$ cat config.mk
export PLATFORM = sky130hd
export DESIGN_NAME = any1_issue_queue
export DESIGN_NICKNAME = d
export VERILOG_FILES = /design/src/rtl/any1_issue_queue.sv
export SDC_FILE = /design/constraint.sdc
export NUM_CORES = 1
export LEC_CHECK = 0
export ABC_AREA = 1
export BUFFER_PORTS_ARGS = -buffer_cell sky130_fd_sc_hd__buf_2
export CAP_MARGIN = 20
export CELL_PAD_IN_SITES_DETAIL_PLACEMENT = 1
export CELL_PAD_IN_SITES_GLOBAL_PLACEMENT = 1
export CORE_ASPECT_RATIO = 1.5
export CORE_MARGIN = 2
export CORE_UTILIZATION = 30
export CTS_CLUSTER_DIAMETER = 100
export CTS_CLUSTER_SIZE = 12
export DETAILED_ROUTE_END_ITERATION = 8
export GPL_TIMING_DRIVEN = 0
export PLACE_DENSITY_LB_ADDON = 0.1
export SYNTH_ARGS = -nofsm -noshare
export SYNTH_HDL_FRONTEND = slang
export SYNTH_SLANG_ARGS = --single-unit
$ cat constraint.sdc
create_clock -name clk -period 2 [get_ports clk]
set_input_delay 0.1 -clock clk [delete_from_list [all_inputs] [get_ports clk]]
set_output_delay 0.1 -clock clk [all_outputs]
set_load 0.1 [all_outputs]
$ cat src/rtl/any1_issue_queue.sv
// rtl/any1_issue_queue.sv - in-order issue FIFO between scheduler and execute unit
//
// Purpose:
//   Captures one scheduler selection (ROB slot id) per cycle into a small
//   in-order FIFO, presents the head to the execute unit with valid/ready,
//   reports each accepted slot back to the ROB, drops duplicate selections
//   (counted), and back-pressures the scheduler when nearly full.
//
// Ports:
//   clk, rst_n            clock, asynchronous active-low reset
//   flush                 pipeline flush, empties the queue next cycle
//   sel[6:0]              bit6=1: no selection, [5:0]: ROB id
//   sel_branch            selected slot is a branch
//   exe_ready             execute unit accepts the head this cycle
//   issue_v/id/branch     head entry
//   out_set_v/id          registered "mark out" report toward the ROB
//   hold                  scheduler back-pressure (count >= DEPTH-1)
//   count                 occupancy
//   dup_cnt               saturating count of dropped duplicate selections
module any1_issue_queue #(
  parameter int ROB_ENTRIES = 32,
  parameter int DEPTH       = 4
) (
  input  logic                       clk,
  input  logic                       rst_n,
  input  logic                       flush,
  input  logic [6:0]                 sel,
  input  logic                       sel_branch,
  input  logic                       exe_ready,
  output logic                       issue_v,
  output logic [5:0]                 issue_id,
  output logic                       issue_branch,
  output logic                       out_set_v,
  output logic [5:0]                 out_set_id,
  output logic                       hold,
  output logic [$clog2(DEPTH+1)-1:0] count,
  output logic [15:0]                dup_cnt
);

  localparam int PW = (DEPTH > 1) ? $clog2(DEPTH) : 1;
  localparam int CW = $clog2(DEPTH + 1);
  localparam logic [6:0] ROB_LIMIT = 7'(ROB_ENTRIES);

  logic [5:0]       id_mem [DEPTH];
  logic [DEPTH-1:0] br_mem;
  logic [DEPTH-1:0] vld;     // per-slot occupancy, used only for duplicate search
  logic [PW-1:0]    rd_ptr;
  logic [PW-1:0]    wr_ptr;

  logic [5:0] cand_id;
  logic       candidate;
  logic       hit;
  logic       dup;
  logic       pop;
  logic       push;
  logic       full;

  assign cand_id   = sel[5:0];
  assign candidate = !sel[6] && ({1'b0, sel[5:0]} < ROB_LIMIT);
  assign full      = (count == CW'(DEPTH));

  // The previous cycle's accepted id is still a duplicate: the ROB "out" bit
  // for it becomes visible to the scheduler one cycle late.
  always_comb begin
    hit = out_set_v && (out_set_id == cand_id);
    for (int i = 0; i < DEPTH; i++) begin
      if (vld[i] && (id_mem[i] == cand_id)) hit = 1'b1;
    end
  end

  assign dup  = candidate && hit;
  assign pop  = issue_v && exe_ready && !flush;
  // Full-without-pop rejection is a plain drop; the scheduler re-selects later.
  assign push = candidate && !dup && !flush && (!full || pop);

  assign issue_v      = (count != '0);
  assign issue_id     = id_mem[rd_ptr];
  assign issue_branch = br_mem[rd_ptr];
  assign hold         = (count >= CW'(DEPTH - 1));

  always_ff @(posedge clk or negedge rst_n) begin
    if (!rst_n) begin
      for (int i = 0; i < DEPTH; i++) id_mem[i] <= '0;
      br_mem     <= '0;
      vld        <= '0;
      rd_ptr     <= '0;
      wr_ptr     <= '0;
      count      <= '0;
      out_set_v  <= 1'b0;
      out_set_id <= '0;
    end else if (flush) begin
      vld       <= '0;
      rd_ptr    <= '0;
      wr_ptr    <= '0;
      count     <= '0;
      out_set_v <= 1'b0;
    end else begin
      // Clear on pop before set on push: at full, both hit the same slot.
      if (pop) begin
        vld[rd_ptr] <= 1'b0;
        rd_ptr      <= rd_ptr + 1'b1;
      end
      if (push) begin
        id_mem[wr_ptr] <= cand_id;
        br_mem[wr_ptr] <= sel_branch;
        vld[wr_ptr]    <= 1'b1;
        wr_ptr         <= wr_ptr + 1'b1;
        out_set_id     <= cand_id;
      end
      out_set_v <= push;
      case ({push, pop})
        2'b10:   count <= count + 1'b1;
        2'b01:   count <= count - 1'b1;
        default: count <= count;
      endcase
    end
  end

  always_ff @(posedge clk or negedge rst_n) begin
    if (!rst_n) begin
      dup_cnt <= '0;
    end else if (dup && !flush && (dup_cnt != 16'hFFFF)) begin
      dup_cnt <= dup_cnt + 1'b1;
    end
  end

endmodule

Word level (Yosys, flattened, before mapping)

Cells that the tools add are included.

Input port bits: 12
Memories kept: 0
Output and inout bits: 35
Bits in writable memories: 0
Memory bits (read-only): 0
Register bits after elaboration: 62
Latch bits: 0
Logic and storage cells: 96

Shift operators: 0
Add/sub/neg operators: 5
Reductions and logical operators: 27
Div/mod/pow operators: 0
Bitwise gates (word level): 6
Mux-type cells: 28
Multiply operators: 0
Eq/ne operators: 9
$lt $le $gt $ge: 9

Operators with widths:

| cell                  | count |
|---|---|
| $eq 6x6->1            | 5 |
| $bwmux 24             | 1 |
| $mux 6                | 3 |
| $logic_and 1x1->1     | 17 |
| $add 16x1->16 const B | 1 |
| $mux 4                | 4 |
| $ne 16x16->1 const B  | 1 |
| $bmux 6 s2            | 1 |
| $demux 6 s2           | 1 |
| $mux 1                | 8 |
| $mux 2                | 4 |
| $ge 3x3->1 const B    | 2 |
| $lt 2x3->1 const B    | 2 |
| $lt 6x6->1 const B    | 1 |
| $not 2->3             | 2 |
| $pmux 3 s2            | 1 |
| $reduce_bool 3->1     | 2 |
| $add 2x1->2 const B   | 2 |
| $and 4x4->4           | 1 |
| $bwmux 4              | 1 |
| $demux 1 s2           | 2 |
| $ge 2x1->1 const B    | 2 |
| $logic_not 1->1       | 4 |
| $not 4->4             | 1 |
| other kinds (14)      | 15 |

Longest topological paths before layout

Gate-level depths: netlist of run 1.

Depth after elaboration: 14
Gate-level depth with buffers: 18
Gate-level depth less buffers: 18

Least setup slack after synthesis of run 1

OpenSTA, ideal clock, no wires.

Path kind: register -> register
Start: register count[1]
End: register count[2]
Library setup time: 0.121 ns
Arrival time: 3.593 ns
Buffers on the path: 0
Setup slack: -1.714 ns
Required time: 1.879 ns
Stages on the path, launching flop included: 16
Clock period less this slack: 3.714 ns
Cell sequence: dfrtp_1 inv_1 nand3_1 nand3_1 nand4_1 nand2_1 inv_1 nand3_4 nand2_1 inv_1 fa_1 xnor2_1 inv_1 nand3_1 nand3_1 nand2_1

Longest elaborated chain between the ends: 8
Elaborated cells between the ends (all ways): 14
Classes of those cells: add/sub (2); eq/ne (3); mux (2); reduce/logical (7)

Ends and longest elaborated chain:

| element                                         | line | source |
|---|---|---|
| start, declared                                 | 36   | `output logic [$clog2(DEPTH+1)-1:0] count,` |
| start signal, assigned                          | 112  | `2'b10: count <= count + 1'b1;` |
| start signal, assigned                          | 113  | `2'b01: count <= count - 1'b1;` |
| start signal, assigned                          | 114  | `default: count <= count;` |
| $reduce_bool 3->1 (*)                           | 76   | `assign issue_v = (count != '0);` |
| named net issue_v                               | 30   | `output logic issue_v,` |
| $logic_and 1x1->1 (*) (2 in a row)              | 72   | `assign pop = issue_v && exe_ready && !flush;` |
| $logic_or 1x1->1                                | 74   | `assign push = candidate && !dup && !flush && (!full \|\| pop);` |
| $logic_and 1x1->1                               | 74   |  |
| $eq 2x1->1 / $eq 2x2->1 (equally long branches) | 111  | `case ({push, pop})` |
| $pmux 3 s2                                      | 111  |  |
| $mux 3                                          | 91   | `end else if (flush) begin` |

Mark *: on every way through the listed nets, which the timed path passes. The rest lies on a longest branch.
A chain may end at the register's enable or synchronous reset.

Worst setup path after layout of run 1

Start: register id_mem[19] (netlist name)
End: register count[2]

Longest elaborated chain between the ends: 14
Elaborated cells between the ends (all ways): 16
Classes of those cells: eq/ne (3); mux (6); reduce/logical (7)

Ends and longest elaborated chain:

| element                                         | line | source |
|---|---|---|
| start, declared                                 | 44   | `logic [5:0] id_mem [DEPTH];` |
| start signal, assigned by index                 | 104  | `id_mem[wr_ptr] <= cand_id;` |
| $eq 6x6->1 (*)                                  | 67   | `if (vld[i] && (id_mem[i] == cand_id)) hit = 1'b1;` |
| $logic_and 1x1->1 (*)                           | 67   |  |
| $mux 1 (*) (4 in a row)                         | 67   |  |
| $logic_and 1x1->1 (*)                           | 71   | `assign dup = candidate && hit;` |
| $logic_not 1->1 (*)                             | 74   |  |
| $logic_and 1x1->1 (*) (3 in a row)              | 74   |  |
| $eq 2x1->1 / $eq 2x2->1 (equally long branches) | 111  |  |
| $pmux 3 s2                                      | 111  |  |
| $mux 3                                          | 91   |  |

Mark *: on every way between the ends. The rest lies on a longest branch, timed or not.

==> impl_metrics.yaml, run 1 <==
worst_setup_path:
  startpoint_type: "flip-flop"
  crit_type: "flip-flop to flip-flop"
  slowest_stage: "dfrtp_1"
  crit_path_cell_trace: "buf_4, nand2_1, nand3_1, nor2_1, nand2_1, nand2_2, nor2_4, nand3_4, nand2_4, inv_2, fa_2, xnor2_2, inv_1, nand3_1, nand3_1, nand2_1"
  cp-end-kind: "flip-flop"
  crit_family: "simple AND/OR/NAND/NOR gates"
  critPathArrivalTime_ns: 2.34
  cp.required_ns: 2.21
  critical-path-max-stage-delay_ns: 0.39
  path_buf_inv: 3
  cp_max_fo: 3
timing:
  tightest_slew_ns: 0.8549
  maxSlewViolCount: 0
  skew_ns: 0.005807
  fin_ws_ns: -0.1353
  rsz0062_at_grt: "true"
  setup_viol: 2
  max_freq_mhz: 468.3
  whs_ns: 0.05489
  min_period_ns: 2.135
  post-route-period-util_pct: 106.8
  relSlewSlack_pct: 43.01
  final-hold-violation-count: 0
drt:
  routedWlPerCell_um: 17.09
  route.final.wire_length_mm: 11.96
  highest_layer: "met4"
  drc: 0
  first_iter_violations: 96
  vias: 3334
  vias_per_cell: 4.763
  ant_nets: 0
  wl_met1_mm: 4.644
  wl_met3_um: 274
  wl_met2_mm: 6.626
  firstDrtPassIters: 4
final_layout:
  final_nets: 564
  layout_common_cells: "nand2_1 (125), dfrtp_1 (41), buf_2 (37)"
  areaGrowthSynthToFinish_pct: 38.85
  final_core_util_pct: 42.53
  drive_gt1_share_pct: 38.21
  diodes: 0
  layout_commonest_cell: "nand2_1"
synth:
  synth_edf_count: 0
  yosysWarnings: 0
  synth_seq_cells: 62
  synth_area_sq_mm: 0.003662
  synth_cell_types: 35
  synth_flop_cell: "dfrtp_1"
  syn_nets: 477
  ys_seq_area_share_pct: 42.36
  synthArstFlopShare_pct: 100.0
  syn_inst: 455
  synth.avg_cell_area_sq_um: 8.049
cts:
  cts_buffer_depth: 2
  cts_sinks: 62
  clockRootBuffer: "clkbuf_16"
  cts_max_level: 3
  path_clk_slew_ns: 0.06
  clock_latency_ns: 0.33
  cts_tree: "yes"
  cts_buffers: 9
place:
  place.gp.congestion: 0.7874
  dp_hpwl_mm: 8.224
  io_buffers: 44
pwr:
  irDropWorstVdd_mv: 0.8515
  p_leak_nw: 2.472
  p_per_area_mw_per_mm2: 1226
floorplan:
  initial_core_util_pct: 30.63
  fp.dieH_um: 139.3
  num_io_pins: 47
  design.die.area_sq_mm: 0.01313
  core_sq_mm: 0.01196
  num_rows: 49
  dieWidth_um: 94.21
global_routing:
  grt_usage_pct: 18.32
  grt_antenna_before_repair: 0
  grt_max_degree: 63
  grt_pass1_wl_mm: 18.13
  grt_overflow: 0
  grt_pass1_vias: 3468
outcome:
  violations: "setup timing"
  status: "finished, violations left"
flow_run:
  maxCapViolations: 0
worst_hold_path:
  hold_path_class: "input port to flip-flop"
## through the flow
stage / worst slack [ns] / setup TNS (ns) / cells / cell area [sq um] / power [W]
2_1_floorplan: -0.4742 / -0.8431 / 455 / 3812 / 0.003782
3_3_place_gp: -0.4362 / -2.835 / 652 / 4224 / 0.004252
3_5_place_dp: -0.4515 / -3.165 / 652 / 4227 / 0.004281
4_1_cts: -0.1741 / -0.2724 / 679 / 4705 / 0.006171
5_1_grt: -0.2474 / -2.092 / 700 / 5085 / 0.006554
6_report: -0.1353 / -0.2428 / 700 / 5085 / 0.006232
## synthesized netlist by cell type (3+ instances only)
| cell | count | area share, % |
|---|---|---|
| nand2_1 | 133 | 14 |
| dfrtp_1 | 62 | 42 |
| inv_1 | 45 | 4.6 |
| o21ai_0 | 37 | 5.1 |
| nor2_1 | 30 | 3.1 |
| o21ai_2 | 22 | 5.3 |
| nand3_1 | 15 | 2.0 |
| a21oi_1 | 14 | 1.9 |
| xor2_1 | 13 | 3.1 |
| ha_1 | 9 | 3.1 |
| xnor2_1 | 9 | 2.2 |
| buf_6 | 8 | 2.5 |
| nand4_1 | 8 | 1.4 |
| o21ai_1 | 6 | 0.82 |
| inv_2 | 5 | 0.51 |
| nor2_2 | 5 | 0.85 |
| clkbuf_1 | 4 | 0.41 |
| nand2_4 | 4 | 1.2 |
| nor3_1 | 4 | 0.55 |
| nand2_2 | 3 | 0.51 |
## final cells by class
class / instances / area [sq um]
inverters: 51 / 215.2
clock buffers: 11 / 232.7
clock inverters: 5 / 50.05
fillers: 1480 / 6870
multi-input cells: 326 / 1972
plain buffers: 16 / 203.9
flip-flops and latches: 62 / 1590
repair buffers: 76 / 629.4
well taps: 153 / 191.4
## flip-flops by register name, summed over array words and instances, names as in the netlist
signal      count
id_mem         24
dup_cnt        16
out_set_id      6
br_mem          4
vld             4
count           3
rd_ptr          2
wr_ptr          2
out_set_v       1
## power breakdown
part           switching, W  leakage, nW  internal, W
logic               0.00221         1.54     0.000860
registers          0.000185        0.787      0.00145
clock network      0.000576        0.143     0.000957
## worst paths after layout
| path | startpoint | end | slack [ns] | depth (start not counted) |
|---|---|---|---|---|
| max | id_mem[19]$_DFFE_PN0P_ | count[2]$_DFFE_PN0P_ | -0.14 | 16 |
| min | flush | vld[0]$_DFF_PN0_ | 0.05 | 2 |
| max reg2reg | id_mem[19]$_DFFE_PN0P_ | count[2]$_DFFE_PN0P_ | -0.14 | 16 |
| min reg2reg | br_mem[1]$_DFFE_PN0P_ | br_mem[1]$_DFFE_PN0P_ | 0.48 | 2 |
| max in group asynchronous | rst_n | dup_cnt[0]$_DFFE_PN0P_ | 0.92 | 2 |
| min in group asynchronous | rst_n | id_mem[6]$_DFFE_PN0P_ | 0.41 | 2 |
## cells by family after synthesis
logic type | after synthesis | synth area share (%)
AOI/OAI and AO/OA | 86 | 14.52
xor gates and xnor gates | 22 | 5.262
adders and majority gates | 10 | 3.622
buffers and inverters | 67 | 8.985
DFF | 62 | 42.36
and+or+nand+nor | 208 | 25.25
## layer usage
metal	vias up	track usage, %
met2	64	32.71
met4	0	9.535
met3	18	2.436
met5	-	0
li1	1632	-
met1	1620	20.80
## timing repair
action / CTS / global route
setup endpoints to repair: 16 / 39
buffers inserted: 10 / 16
gates resized for setup: 37 / 33
pin swaps: 5 / 10
endpoints found under the hold margin: 62 / 0
gates cloned: 0 / 5
hold buffers: 1 / 0
## worst reg2reg max path: stages (launching register included)
cell and delay, ns:
dfrtp_1 0.39, buf_4 0.12, nand2_1 0.05, nand3_1 0.11, nor2_1 0.07, nand2_1 0.09, nand2_2 0.08, nor2_4 0.16
nand3_4 0.10, nand2_4 0.09, inv_2 0.04, fa_2 0.34, xnor2_2 0.14, inv_1 0.05, nand3_1 0.06, nand3_1 0.09
nand2_1 0.05
(Power assumes the default switching activity.)
==> inputs of run 2 (changes only) <==
--- a/config.mk
+++ b/config.mk
@@ -17,7 +17,8 @@
 export CTS_CLUSTER_SIZE = 12
 export DETAILED_ROUTE_END_ITERATION = 8
 export GPL_TIMING_DRIVEN = 0
-export PLACE_DENSITY_LB_ADDON = 0.1
+export PLACE_DENSITY = 0.61
+export SETUP_SLACK_MARGIN = 0.4
 export SYNTH_ARGS = -nofsm -noshare
 export SYNTH_HDL_FRONTEND = slang
 export SYNTH_SLANG_ARGS = --single-unit
==> impl_metrics.yaml, run 2 (synthesis gave the netlist of run 1 again) <==
final_layout:
  drive_gt1_share_pct: 43.33
  layout_commonest_cell: "nand2_1"
  areaGrowthSynthToFinish_pct: 45.30
  regMostFlops: "id_mem"
  largest_reg_flops: 24
  final_core_util_pct: 44.51
  layout_common_cells: "nand2_1 (121), dfrtp_1 (41), buf_2 (36)"
  final_nets: 564
  largestRegisters: "id_mem x24, dup_cnt x16, out_set_id x6"
  diodes: 0
drt:
  first_iter_violations: 121
  vias_per_cell: 4.856
  firstDrtPassIters: 4
  routedWlPerCell_um: 17.84
  route.final.wire_length_mm: 12.49
  ant_nets: 0
  vias: 3399
  drc: 0
worst_hold_path:
  hold_path_class: "input port to flip-flop"
timing:
  maxSlewViolCount: 0
  setup_viol: 2
  min_period_ns: 2.194
  max_freq_mhz: 455.7
  skew_ns: 0.006377
  post-route-period-util_pct: 109.7
  tightest_slew_ns: 0.8629
  final-hold-violation-count: 0
  relSlewSlack_pct: 42.47
  rsz0062_at_grt: "true"
  fin_ws_ns: -0.1943
cts:
  cts_buffers: 9
  cts_buffer_depth: 2
  clockRootBuffer: "clkbuf_16"
  clock_latency_ns: 0.34
  cts_tree: "yes"
  cts_max_level: 3
  path_clk_slew_ns: 0.06
  cts_sinks: 62
global_routing:
  grt_overflow: 0
  use_met3_pct: 3.844
  use_met2_pct: 37.37
  busiest_layer: "met2"
  grt_usage_pct: 20.31
  grt_pass1_vias: 3732
  grt_max_degree: 63
  grtUsageMet1_pct: 21.68
  grt_pass1_wl_mm: 20.09
  grt_antenna_before_repair: 0
floorplan:
  num_io_pins: 47
  dieWidth_um: 94.21
  initial_core_util_pct: 30.63
  design.die.area_sq_mm: 0.01313
  fp.dieH_um: 139.3
  num_rows: 49
  core_sq_mm: 0.01196
worst_setup_path:
  cp_max_fo: 4
  startpoint_type: "flip-flop"
  crit_type: "flip-flop to flip-flop"
  cp.required_ns: 2.22
  cp-end-kind: "flip-flop"
  critPathArrivalTime_ns: 2.42
place:
  place.gp.congestion: 0.8136
  dp_hpwl_mm: 8.579
  io_buffers: 44
pwr:
  irDropWorstVdd_mv: 0.7797
  p_per_area_mw_per_mm2: 1284
  p_leak_nw: 2.546
  p_total_w: 0.006830
flow_run:
  maxCapViolations: 0
outcome:
  status: "finished, violations left"
  violations: "setup timing"
-- run 2: cell count changes in the layout (fill, tap and decap cells not counted), moves of 4 or more --
cell     previous run  this run
o21ai_0            29        12
o21ai_1             5        15
a21oi_1            10         3
o21ai_4             0         7
nor2_4              2         8
a21oi_2             3         8
buf_12              6        11
nand2_4             2         7
nor2_1             30        25
inv_2              10        14
nand2_1           125       121
-- run 2: metrics by stage --
step	cell area (sq um)	hold slack (ns)	TNS (ns)	std cells	setup WS, ns
2_1_floorplan	3866	-0.1956	-1.687	455	-0.4359
3_3_place_gp	4278	0.3843	-0.9884	652	-0.3204
3_5_place_dp	4280	0.2762	-1.732	652	-0.3589
4_1_cts	5219	0.02340	-0.1957	694	-0.1872
5_1_grt	5321	0.02984	-2.046	700	-0.3593
6_report	5321	0.03158	-0.2064	700	-0.1943
-- run 2: final cells by class --
cell class	instances	area [sq um]
Fill cell	1419	6634
Multi-Input combinational cell	326	2141
Sequential cell	62	1590
Timing Repair Buffer	76	646.9
Clock buffer	12	256.5
Buffer	16	234.0
Inverter	51	216.5
Tap cell	153	191.4
Clock inverter	4	45.04
-- run 2: timing repair --
| item | in CTS | in global routing |
|---|---|---|
| pin swaps | 19 | 10 |
| setup buffers | 22 | 6 |
| endpoints found under the setup margin | 67 | 67 |
| hold buffers | 1 | 0 |
| gates cloned | 3 | 0 |
| gates resized for setup | 106 | 22 |
| hold endpoints to repair | 62 | 0 |
-- run 2: worst paths after layout --
kind | start | end | slack (ns) | cells past startpoint
max in group asynchronous | rst_n | count[2]$_DFFE_PN0P_ | 0.94 | 2
worst min register to register | dup_cnt[8]$_DFFE_PN0P_ | dup_cnt[8]$_DFFE_PN0P_ | 0.48 | 1
worst max register to register | id_mem[11]$_DFFE_PN0P_ | count[2]$_DFFE_PN0P_ | -0.19 | 14
worst min-delay path | flush | vld[2]$_DFF_PN0_ | 0.03 | 2
min in group asynchronous | rst_n | out_set_id[1]$_DFFE_PN0P_ | 0.41 | 2
worst max-delay path | id_mem[11]$_DFFE_PN0P_ | count[2]$_DFFE_PN0P_ | -0.19 | 14
-- run 2: critical path: stages, from the launching register on --
cell and delay, ns:
dfrtp_1 0.44, xor2_1 0.25, nor2_1 0.08, nand2_1 0.08, nand2_2 0.07, nor2_4 0.17
nand3_4 0.11, nand2_4 0.08, inv_2 0.04, fa_2 0.34, xnor2_2 0.15, inv_1 0.06
nand3_1 0.07, nand3_1 0.10, nand2_1 0.06
-- run 2: power breakdown --
group | internal [W] | switching [W]
registers | 0.00145 | 0.000211
logic | 0.00116 | 0.00240
clock network | 0.00103 | 0.000587
-- run 2: metal layers --
layer,part of all wire (%),vias to the layer above
met5,0,-
met4,4.2,0
met3,2.5,25
met2,55,68
met1,38,1685
li1,-,1621
==> inputs of run 3 (changes only) <==
--- a/config.mk
+++ b/config.mk
@@ -11,12 +11,12 @@
 export CELL_PAD_IN_SITES_DETAIL_PLACEMENT = 1
 export CELL_PAD_IN_SITES_GLOBAL_PLACEMENT = 1
 export CORE_ASPECT_RATIO = 1.5
-export CORE_MARGIN = 2
 export CORE_UTILIZATION = 30
 export CTS_CLUSTER_DIAMETER = 100
 export CTS_CLUSTER_SIZE = 12
 export DETAILED_ROUTE_END_ITERATION = 8
 export GPL_TIMING_DRIVEN = 0
+export HOLD_SLACK_MARGIN = 0.15
 export PLACE_DENSITY = 0.61
 export SETUP_SLACK_MARGIN = 0.4
 export SYNTH_ARGS = -nofsm -noshare
==> impl_metrics.yaml, run 3 (synthesis gave the netlist of run 1 again) <==
worst_hold_path:
  min_path_cells: 3
  hold_path_class: "input port to flip-flop"
  min_from: "sel[4]"
  holdPathEnd: "id_mem[10]$_DFFE_PN0P_"
worst_setup_path:
  r2r-end: "dup_cnt[12]$_DFFE_PN0P_"
  startpoint_type: "flip-flop"
  critical-path-max-stage-delay_ns: 0.39
  r2r_setup_slack_ns: -0.19
  cp-startpoint: "id_mem[17]$_DFFE_PN0P_"
  crit_path_cell_trace: "inv_2, nand2_2, o21ai_2, nor2_1, nand2_1, nor2_2, nor2_4, buf_4, buf_6, buf_6, buf_6, nand2_4, nand2_8, buf_8, nor2_4, xor2_1"
  cpMostUsedCell: "buf_6"
  cp.required_ns: 2.24
  worstReg2RegStart: "id_mem[17]$_DFFE_PN0P_"
  crit_type: "flip-flop to flip-flop"
  critPathArrivalTime_ns: 2.44
  r2r_cells: 16
  cp-end-kind: "flip-flop"
  cp_max_fo: 5
  slowest_stage: "dfrtp_1"
cts:
  clock_latency_ns: 0.33
  cts_max_level: 3
  clockRootBuffer: "clkbuf_16"
  cts_buffers: 9
  path_clk_slew_ns: 0.06
  cts_buffer_depth: 2
  cts_sinks: 62
  cts_tree: "yes"
global_routing:
  grt_usage_pct: 21.07
  grt_pass1_wl_mm: 19.78
  grt_antenna_before_repair: 0
  grt_pass1_vias: 3729
  grt_overflow: 0
  grt_max_degree: 63
place:
  place_ws_ns: -0.3601
  place.gp.congestion: 0.8110
  dp_hpwl_mm: 8.521
  io_buffers: 44
drt:
  routedWlPerCell_um: 18.28
  first_iter_violations: 115
  vias_per_cell: 4.889
  vias: 3466
  drc: 0
  firstDrtPassIters: 4
  ant_nets: 0
  route.final.wire_length_mm: 12.96
timing:
  tns_ns: -2.040
  min_period_ns: 2.192
  rsz0062_at_grt: "true"
  final-hold-violation-count: 0
  fin_ws_ns: -0.1916
  tightest_slew_ns: 0.8802
  setup_viol: 19
  maxSlewViolCount: 0
  post-route-period-util_pct: 109.6
  relSlewSlack_pct: 41.32
  max_freq_mhz: 456.3
  skew_ns: 0.006977
floorplan:
  fp.dieH_um: 137.3
  design.die.area_sq_mm: 0.01266
  dieWidth_um: 92.21
  initial_core_util_pct: 30.63
  num_rows: 49
  num_io_pins: 47
  core_sq_mm: 0.01196
pwr:
  p_per_area_mw_per_mm2: 1246
  p_total_w: 0.006865
  p_leak_nw: 2.609
  irDropWorstVdd_mv: 0.9210
final_layout:
  regMostFlops: "id_mem"
  layout_commonest_cell: "nand2_1"
  largestRegisters: "id_mem x24, dup_cnt x16, out_set_id x6"
  largest_reg_flops: 24
  drive_gt1_share_pct: 47.48
  layout_common_cells: "nand2_1 (110), dfrtp_1 (41), o21ai_2 (37)"
  final_nets: 573
  areaGrowthSynthToFinish_pct: 50.50
  final_core_util_pct: 46.10
  diodes: 0
outcome:
  violations: "setup timing"
  status: "finished, violations left"
flow_run:
  maxCapViolations: 0
-- run 3: cell types whose count changed in the layout (fill, tap and decap cells not counted), moves of 3 or more --
cell / change
nand2_1: -11
nand2_2: +7
o21ai_1: -6
o21ai_2: +6
buf_4: +4
clkinvlp_4: +3
dlygate4sd3_1: +3
nand2_4: +3
-- run 3: timing repair --
action,CTS,global route
pin swaps,19,23
hold buffers,4,0
setup endpoints to repair,67,67
buffers inserted,26,8
endpoints found under the hold margin,72,0
resized for setup,90,67
gates cloned,1,2
-- run 3: per-layer routing --
metal / vias to the layer above / global-route usage, % / part of all wire (%) / wire (um)
met5: - / 0 / 0 / 0
met4: 0 / 9.115 / 3.6 / 465
met3: 34 / 2.980 / 2.4 / 317
met2: 90 / 42.00 / 57 / 7385
met1: 1693 / 21.47 / 37 / 4789
li1: 1649 / - / - / -
-- run 3: final cells by class --
class | instances | area (sq um)
Buffer | 16 | 230.2
Inverter | 51 | 221.5
Clock inverter | 5 | 57.56
Clock buffer | 11 | 252.7
Sequential cell | 62 | 1590
Tap cell | 153 | 191.4
Multi-Input combinational cell | 326 | 2243
Timing Repair Buffer | 85 | 724.4
Fill cell | 1390 | 6444
-- run 3: worst max-delay path by stage --
stage	endpoint	slack, ns	cells after the start
global route	count[2]$_DFFE_PN0P_	-0.28	18
global placement	count[2]$_DFFE_PN0P_	-0.33	17
detailed placement	count[2]$_DFFE_PN0P_	-0.36	17
CTS	count[2]$_DFFE_PN0P_	-0.18	18
floorplan	count[2]$_DFFE_PN0P_	-0.44	15
finish	dup_cnt[12]$_DFFE_PN0P_	-0.19	16
-- run 3: through the flow --
stage | hold WS, ns | instances | cell area (sq um)
after global routing | 0.2307 | 709 | 5512
after detailed placement | 0.2781 | 652 | 4280
after global placement | 0.3830 | 652 | 4278
final | 0.2143 | 709 | 5512
after CTS | 0.2017 | 699 | 5199
after floorplan | -0.1956 | 455 | 3866
-- run 3: worst max-delay path: cells and delay by family (launching register included) --
family                 cells  cell delay (ns)
flip-flops                 1             0.39
buffers and inverters      6             0.67
AND/OR/NAND/NOR            8             0.77
AO/OA/AOI/OAI              1             0.06
XOR/XNOR                   1             0.19
-- run 3: power breakdown --
group          internal [W]  leakage (nW)  switching, W
clock               0.00103         0.144      0.000609
combinational       0.00116          1.68       0.00240
sequential          0.00145         0.787      0.000216
